## config.mk

```make
export PLATFORM = sky130hd
export DESIGN_NAME = fetch_buffer
export DESIGN_NICKNAME = d
export VERILOG_FILES = /design/src/rtl/fetch_buffer.sv
export SDC_FILE = /design/constraint.sdc
export NUM_CORES = 1
export LEC_CHECK = 0
export CORE_MARGIN = 1
export CORE_UTILIZATION = 25
export DETAILED_ROUTE_END_ITERATION = 10
export SYNTH_ARGS = -nofsm -noshare
export SYNTH_HDL_FRONTEND = slang
export SYNTH_SLANG_ARGS = --single-unit
```

## constraint.sdc

```tcl
create_clock -name clk -period 3.1 [get_ports clk]
set_input_delay 0.31 -clock clk [delete_from_list [all_inputs] [get_ports clk]]
set_output_delay 0.31 -clock clk [all_outputs]
set_load 0.005 [all_outputs]
```

## src/rtl/fetch_buffer.sv

```systemverilog
// fetch_buffer: small in-order instruction queue between fetch and decode.
// First-word-fall-through output, registered hold to fetch with SKID slots
// of headroom, synchronous flush on redirect, sticky overflow on dropped words.
module fetch_buffer #(
    parameter int WIDTH = 32,
    parameter int DEPTH = 4,
    parameter int SKID  = 2
) (
    input  logic                       clk,
    input  logic                       rst,
    input  logic                       flush,
    input  logic                       in_valid,
    input  logic [WIDTH-1:0]           in_ins,
    output logic                       hold,
    output logic                       out_valid,
    output logic [WIDTH-1:0]           out_ins,
    input  logic                       out_ready,
    output logic [$clog2(DEPTH):0]     count,
    output logic                       overflow
);
    localparam int AW = $clog2(DEPTH);
    localparam int CW = AW + 1;
    localparam logic [CW-1:0] FULL     = CW'(DEPTH);
    localparam logic [CW-1:0] HOLD_LVL = CW'(DEPTH - SKID);

    logic [WIDTH-1:0] mem [DEPTH];
    logic [AW-1:0]    wr_ptr;
    logic [AW-1:0]    rd_ptr;
    logic [CW-1:0]    count_next;
    logic             pop;
    logic             push;
    logic             drop;

    // Handshake decode; flush suppresses any incoming word entirely.
    always_comb begin
        out_valid = (count != '0);
        out_ins   = out_valid ? mem[rd_ptr] : '0;
        pop       = out_valid & out_ready;
        push      = in_valid & ~flush & ((count < FULL) | pop);
        drop      = in_valid & ~flush & (count == FULL) & ~pop;
    end

    // Post-update occupancy, used for both count and hold.
    always_comb begin
        count_next = count;
        if (flush)
            count_next = '0;
        else if (push & ~pop)
            count_next = count + 1'b1;
        else if (pop & ~push)
            count_next = count - 1'b1;
    end

    // Pointer, count, hold and overflow state.
    always_ff @(posedge clk) begin
        if (rst) begin
            wr_ptr   <= '0;
            rd_ptr   <= '0;
            count    <= '0;
            hold     <= 1'b0;
            overflow <= 1'b0;
        end else begin
            if (flush) begin
                wr_ptr <= '0;
                rd_ptr <= '0;
            end else begin
                if (push) wr_ptr <= wr_ptr + 1'b1;
                if (pop)  rd_ptr <= rd_ptr + 1'b1;
            end
            count <= count_next;
            // Raised while SKID free slots remain so in-flight words still fit.
            hold  <= (count_next >= HOLD_LVL);
            if (drop) overflow <= 1'b1;
        end
    end

    // Storage array; contents are never reset, only gated by count.
    always_ff @(posedge clk) begin
        if (!rst && push) mem[wr_ptr] <= in_ins;
    end
endmodule

```

==> impl_metrics.py, run 1 <==
metrics = {
    "run_status": {
        "status": "finished clean",
    },
    "placed_design": {
        "place.detailed.hpwl_um": 6850,
        "dp.cells": 612,
        "place.port_buffers": 74,
        "gp_congestion": 0.655,
    },
    "logic_synthesis": {
        "synthTopCellsByArea": "edfxtp_1, mux4_2, and2_1",
        "netlist.area_leader.share_pct": 70.6,
        "synth_nets": 309,
        "syn_area_um2": 5450,
        "post-synth-top-area-cell": "edfxtp_1",
        "synthCells": 265,
        "synth_seq_cells": 139,
        "ys_seq_area_share_pct": 74.6,
        "synthDistinctLibCells": 33,
        "syn_avg_cell_area_um2": 20.6,
        "yosysWarnings": 0,
    },
    "routing": {
        "viasPerCell": 4.15,
        "drc": 0,
        "dr.pass1.iters": 4,
        "drt_iter0_drc": 99,
        "wl_per_cell_um": 16.6,
        "ant_nets": 0,
        "drt-total-wl_um": 10700,
        "dr_total_vias": 2674,
    },
    "grt": {
        "grt_pass1_wl_um": 16700,
        "antenna_found_initial": 0,
        "grt_max_degree": 36,
        "grt.total_usage_pct": 10.4,
        "gr-total-overflow": 0,
        "grt_pass1_vias": 2980,
    },
    "sta": {
        "setup_violations": 0,
        "finClkSkew_ps": 6.88,
        "worstMarginPinSlew_ps": 510,
        "tns_ps": 0,
        "fin_crit_ps": 2710,
        "relSlewSlack_pct": 66.0,
        "whs_ps": 495,
        "hold_viol": 0,
        "grt_setup_unrepaired": "false",
        "max_freq_mhz": 368,
        "drv_slew": 0,
        "timing.final.crit_share_pct": 87.5,
    },
    "cells_and_area": {
        "register_area_um2": 4070,
        "most-common-layout-cells": "edfxtp_1, clkdlybuf4s50_1, and2_1, mux4_2, clkbuf_16",
        "final_common_cell": "edfxtp_1",
        "multi_input_area_um2": 1260,
        "finalNetCount": 400,
        "fill_cells": 2019,
        "syn2layout_area_growth_pct": 30.8,
        "drive_gt1_share_pct": 21.4,
        "diodes": 0,
        "finalNonFillerCells": 644,
    },
    "floorplanning": {
        "initial_core_util_pct": 25.7,
        "die_h_um": 150,
        "coreArea_um2": 21200,
        "rows": 53,
        "dieArea_um2": 22400,
        "ios": 75,
        "die_w_um": 150,
    },
    "power": {
        "power_frac_comb_pct": 4.5,
        "pwr-share-seq_pct": 48.0,
        "pwr_density_cell_nw_per_um2": 605,
        "power_switching_uw": 808,
        "pwr-share-clk_pct": 47.4,
        "p_int_uw": 3510,
        "peakVddDrop_v": 0.000321,
        "p_leak_uw": 0.00227,
        "switching_share_pct": 18.7,
    },
    "setup_path": {
        "max_stage_delay_ps": 510,
        "worstSetupPathType": "flip-flop to primary output",
        "cp.arrival_ps": 2400,
        "worstPathMaxFanout": 35,
        "crit_buf_inv": 3,
        "cp_top_family": "buffers and inverters",
        "crit_path_end_kind": "primary output",
        "cp-start-kind": "flip-flop",
        "crit_slowest_cell": "clkdlybuf4s50_1",
        "worstPathCellList": "inv_1, ha_1, nor2b_2, inv_4, and2_1, clkdlybuf4s50_1",
        "cp.required_ps": 2790,
    },
    "clock_network": {
        "clkTransAtPathRegs_ps": 60,
        "numClockSinks": 139,
        "htreeDepth": 4,
        "root_buffer": "clkbuf_16",
        "clockBufferDepth": 2,
        "clock_latency_ps": 410,
        "cts_made_buffers": 17,
        "cts_tree": "built",
    },
    "flow_run": {
        "drv_cap": 0,
    },
    "min_path": {
        "hold_path_class": "flip-flop to flip-flop",
    },
}
cells in the mapped netlist:
| cell | n |
|---|---|
| a21o_1 | 1 |
| a221oi_1 | 1 |
| a31o_2 | 1 |
| a31oi_1 | 1 |
| a41oi_1 | 1 |
| and2_1 | 36 |
| buf_12 | 3 |
| buf_2 | 3 |
| buf_6 | 1 |
| clkbuf_1 | 4 |
| dfxtp_1 | 11 |
| edfxtp_1 | 128 |
| ha_1 | 7 |
| inv_1 | 5 |
| inv_2 | 1 |
| mux2i_1 | 1 |
| mux4_1 | 2 |
| mux4_2 | 30 |
| nand2b_1 | 1 |
| nand3_1 | 1 |
| nor2_1 | 10 |
| nor2b_1 | 2 |
| nor2b_2 | 1 |
| nor3_1 | 3 |
| nor3_2 | 1 |
| o21a_1 | 1 |
| o22ai_1 | 1 |
| o31a_1 | 1 |
| o31ai_1 | 1 |
| o32a_1 | 1 |
| or2_2 | 1 |
| xnor2_1 | 2 |
| xor2_1 | 1 |
final timing paths:
| kind | startpoint | to | slack (ps) | cells past startpoint |
|---|---|---|---|---|
| worst max register to register | count[2] | mem[2][12] | 1180 | 4 |
| worst max-delay path | count[0] | out_ins[17] | 390 | 6 |
| worst min-delay path | overflow | overflow | 490 | 2 |
| worst min register to register | overflow | overflow | 490 | 2 |
cell type report:
type,instances,share of cell area [%]
flip-flops and latches,139,57.1
multi-input cells,109,17.7
repair buffers,83,11.5
clock buffers,17,5.97
well taps,275,4.83
clock inverters,15,2.53
inverters,6,0.351
cell families (layout without fill, tap and decap cells):
logic type	Yosys count	count (layout)	share of synthesized area [%]
AOI/OAI and AO/OA	10	10	1.47
DFF	139	139	74.6
adders and majority gates	7	7	1.61
xor gates and xnor gates	3	3	0.483
muxes	33	33	13.6
buffers and inverters	17	121	2.27
and+or+nand+nor	56	56	6.00
per-stage QoR:
step	utilization, %	setup WS, ps	instance area (um^2)	power (uW)
after CTS	33.6	113	7120	4370
after global placement	30.7	622	6520	2310
after detailed placement	30.7	574	6520	2310
after global routing	33.6	214	7130	4460
after floorplan	-	1070	5450	2190
final	33.6	386	7130	4310
per-layer routing:
| layer | global-route usage, % | part of all wire (%) | wire length, um |
|---|---|---|---|
| met2 | 16.9 | 49 | 5260 |
| met3 | 3.90 | 5.4 | 573 |
| met5 | 0 | 0 | 0 |
| met1 | 12.6 | 44 | 4730 |
| met4 | 3.98 | 1.2 | 129 |
power groups by stage:
stage / Sequential (uW) / Combinational, uW / Clock (uW)
finish: 2070 / 196 / 2050
global route: 2070 / 214 / 2170
CTS: 2070 / 201 / 2090
detailed placement: 2110 / 201 / 0
global placement: 2110 / 195 / 0
floorplan: 2110 / 74.8 / 0
what timing repair did:
action	in CTS	in global routing
setup buffers	0	0
hold buffers	0	0
gates resized for setup	0	2
hold endpoints to repair	0	0
setup endpoints to repair	0	1
registers in the layout, summed over array words and instances, names as in the netlist, named ones only:
name      count
overflow      1
mem         128
hold          1
count         3
wr_ptr        2
rd_ptr        2
worst register-to-register path: stages, from the launching register on:
cell     delay (ps)
dfxtp_1         400
a21o_1          260
nor2_1          190
and2_2          500
buf_4           280
(Power assumes the default switching activity.)
==> inputs of run 2 (changes only) <==
CORE_UTILIZATION = 40   (was 25)
==> run 2 against run 1 <==
Effect of this change: via count down 1.8%; sequential power about the same; flip-flop and latch count unchanged; worst setup slack worse by 110 ps; first-iteration DRC count up 67%; combinational power down 4%; clock-buffer cell count unchanged; utilization up 19 points; die area down 37%; critical path type unchanged.
==> impl_metrics.py, run 2 (same netlist as run 1, synthesis figures left out) <==
metrics = {
    "run_status": {
        "status": "finished clean",
    },
    "sta": {
        "tns_ps": 0,
        "fin_ws_ps": 277,
        "worstMarginPinSlew_ps": 544,
        "drv_slew": 0,
        "whs_ps": 487,
        "grt_setup_unrepaired": "false",
        "fin_crit_ps": 2820,
        "hold_viol": 0,
        "relSlewSlack_pct": 63.7,
        "setup_violations": 0,
        "timing.final.crit_share_pct": 91.1,
        "max_freq_mhz": 354,
        "finClkSkew_ps": 7.21,
    },
    "power": {
        "power_switching_uw": 829,
        "pwr_density_cell_nw_per_um2": 588,
        "p_int_uw": 3270,
        "switching_share_pct": 20.2,
        "pwr-share-seq_pct": 50.5,
        "power_uw": 4100,
        "power_frac_comb_pct": 4.6,
        "peakVddDrop_v": 0.000406,
        "p_leak_uw": 0.00224,
        "pwr-share-clk_pct": 44.9,
    },
    "setup_path": {
        "worstSetupPathType": "flip-flop to primary output",
        "worstPathMaxFanout": 35,
        "crit_path_end_kind": "primary output",
        "crit_slowest_cell": "clkdlybuf4s50_1",
        "cp.arrival_ps": 2510,
        "worstPathCellList": "inv_1, ha_1, nor2b_2, inv_2, and2_1, clkdlybuf4s50_1",
        "cp-start-kind": "flip-flop",
        "max_stage_delay_ps": 530,
        "r2r_cells": 7,
        "cp.required_ps": 2790,
    },
    "clock_network": {
        "htreeDepth": 4,
        "root_buffer": "clkbuf_16",
        "cts_tree": "built",
        "cts_hold_buf": 0,
        "clockBufferDepth": 2,
        "cts_made_buffers": 17,
        "clkTransAtPathRegs_ps": 60,
        "clock_latency_ps": 410,
        "cts_setup_buffers": 0,
        "numClockSinks": 139,
        "postCtsResizedCells": 0,
    },
    "min_path": {
        "hold_path_class": "flip-flop to flip-flop",
        "min_path_cells": 2,
    },
    "floorplanning": {
        "coreArea_um2": 13200,
        "die_w_um": 119,
        "die_h_um": 119,
        "dieArea_um2": 14100,
        "ios": 75,
        "initial_core_util_pct": 41.1,
        "rows": 42,
    },
    "grt": {
        "grt.total_usage_pct": 14.8,
        "grt_pass1_wl_um": 15100,
        "grt_max_degree": 36,
        "antenna_found_initial": 0,
        "grt_pass1_vias": 2817,
        "gr-total-overflow": 0,
    },
    "cells_and_area": {
        "regMostFlops": "mem",
        "largest_reg_flops": 128,
        "fill_cells": 1111,
        "most-common-layout-cells": "edfxtp_1, clkdlybuf4s50_1, and2_1, mux4_2, clkbuf_16",
        "drive_gt1_share_pct": 21.3,
        "diodes": 0,
        "finalNetCount": 398,
        "syn2layout_area_growth_pct": 28.2,
        "finalNonFillerCells": 543,
        "final_common_cell": "edfxtp_1",
        "reg_top3": "mem (128), count (3)",
    },
    "placed_design": {
        "place.port_buffers": 74,
        "gp_congestion": 0.796,
        "place.detailed.hpwl_um": 5720,
        "dp.cells": 511,
        "dp_slack_ps": 655,
    },
    "routing": {
        "wl_per_cell_um": 17.2,
        "drt_iter0_drc": 165,
        "viasPerCell": 4.84,
        "dr.pass1.iters": 4,
        "drc": 0,
        "dr_total_vias": 2626,
        "drt-total-wl_um": 9310,
        "ant_nets": 0,
    },
    "flow_run": {
        "drv_cap": 0,
    },
}
==> run 2: cell count changes in the layout (fill, tap and decap cells not counted), sizes merged <==
cell	previous run	this run
bufinv	4	1
inv	6	7
clkinv	9	10
buf	9	7
clkinvlp	2	3
==> run 2: worst max-delay path, delay by kind of cell, from the launching register on <==
family / cells / cell delay (ps)
simple gates: 2 / 420
fa+ha+maj: 1 / 230
flops: 1 / 410
buf+inv: 3 / 1040
==> run 2: cell type report <==
type | count | area, um^2 | share of cell area [%]
repair buffers | 81 | 856 | 12.3
inverters | 6 | 22.5 | 0.323
multi-input cells | 109 | 1260 | 18.1
clock inverters | 15 | 128 | 1.83
well taps | 176 | 220 | 3.15
flip-flops and latches | 139 | 4070 | 58.2
clock buffers | 17 | 425 | 6.09
==> run 2: metal layers <==
metal	wire length, um	global-route usage, %	vias to the layer above
met5	0	0	-
met4	148	6.88	0
met3	472	5.12	13
met2	4670	23.6	60
met1	4020	18.0	1323
li1	-	-	1230
==> run 2: stage by stage <==
step,util [%],cell area (um^2)
3_5_place_dp,48.5,6430
5_1_grt,52.7,6980
6_report,52.7,6980
3_3_place_gp,48.5,6430
2_1_floorplan,-,5450
4_1_cts,52.7,6980
==> run 2: power groups by stage <==
stage / combinational [uW] / clock [uW] / sequential, uW
floorplan: 74.8 / 0 / 2110
global route: 207 / 1960 / 2070
global placement: 189 / 0 / 2110
detailed placement: 192 / 0 / 2110
finish: 189 / 1840 / 2070
CTS: 194 / 1880 / 2070
==> run 2: path summary, 6_finish.rpt <==
| path | start | to | slack, ps |
|---|---|---|---|
| hold / removal | overflow | overflow | 490 |
| setup / recovery | count[0] | out_ins[7] | 280 |
| hold reg to reg | overflow | overflow | 490 |
| setup reg to reg | count[0] | hold | 1010 |
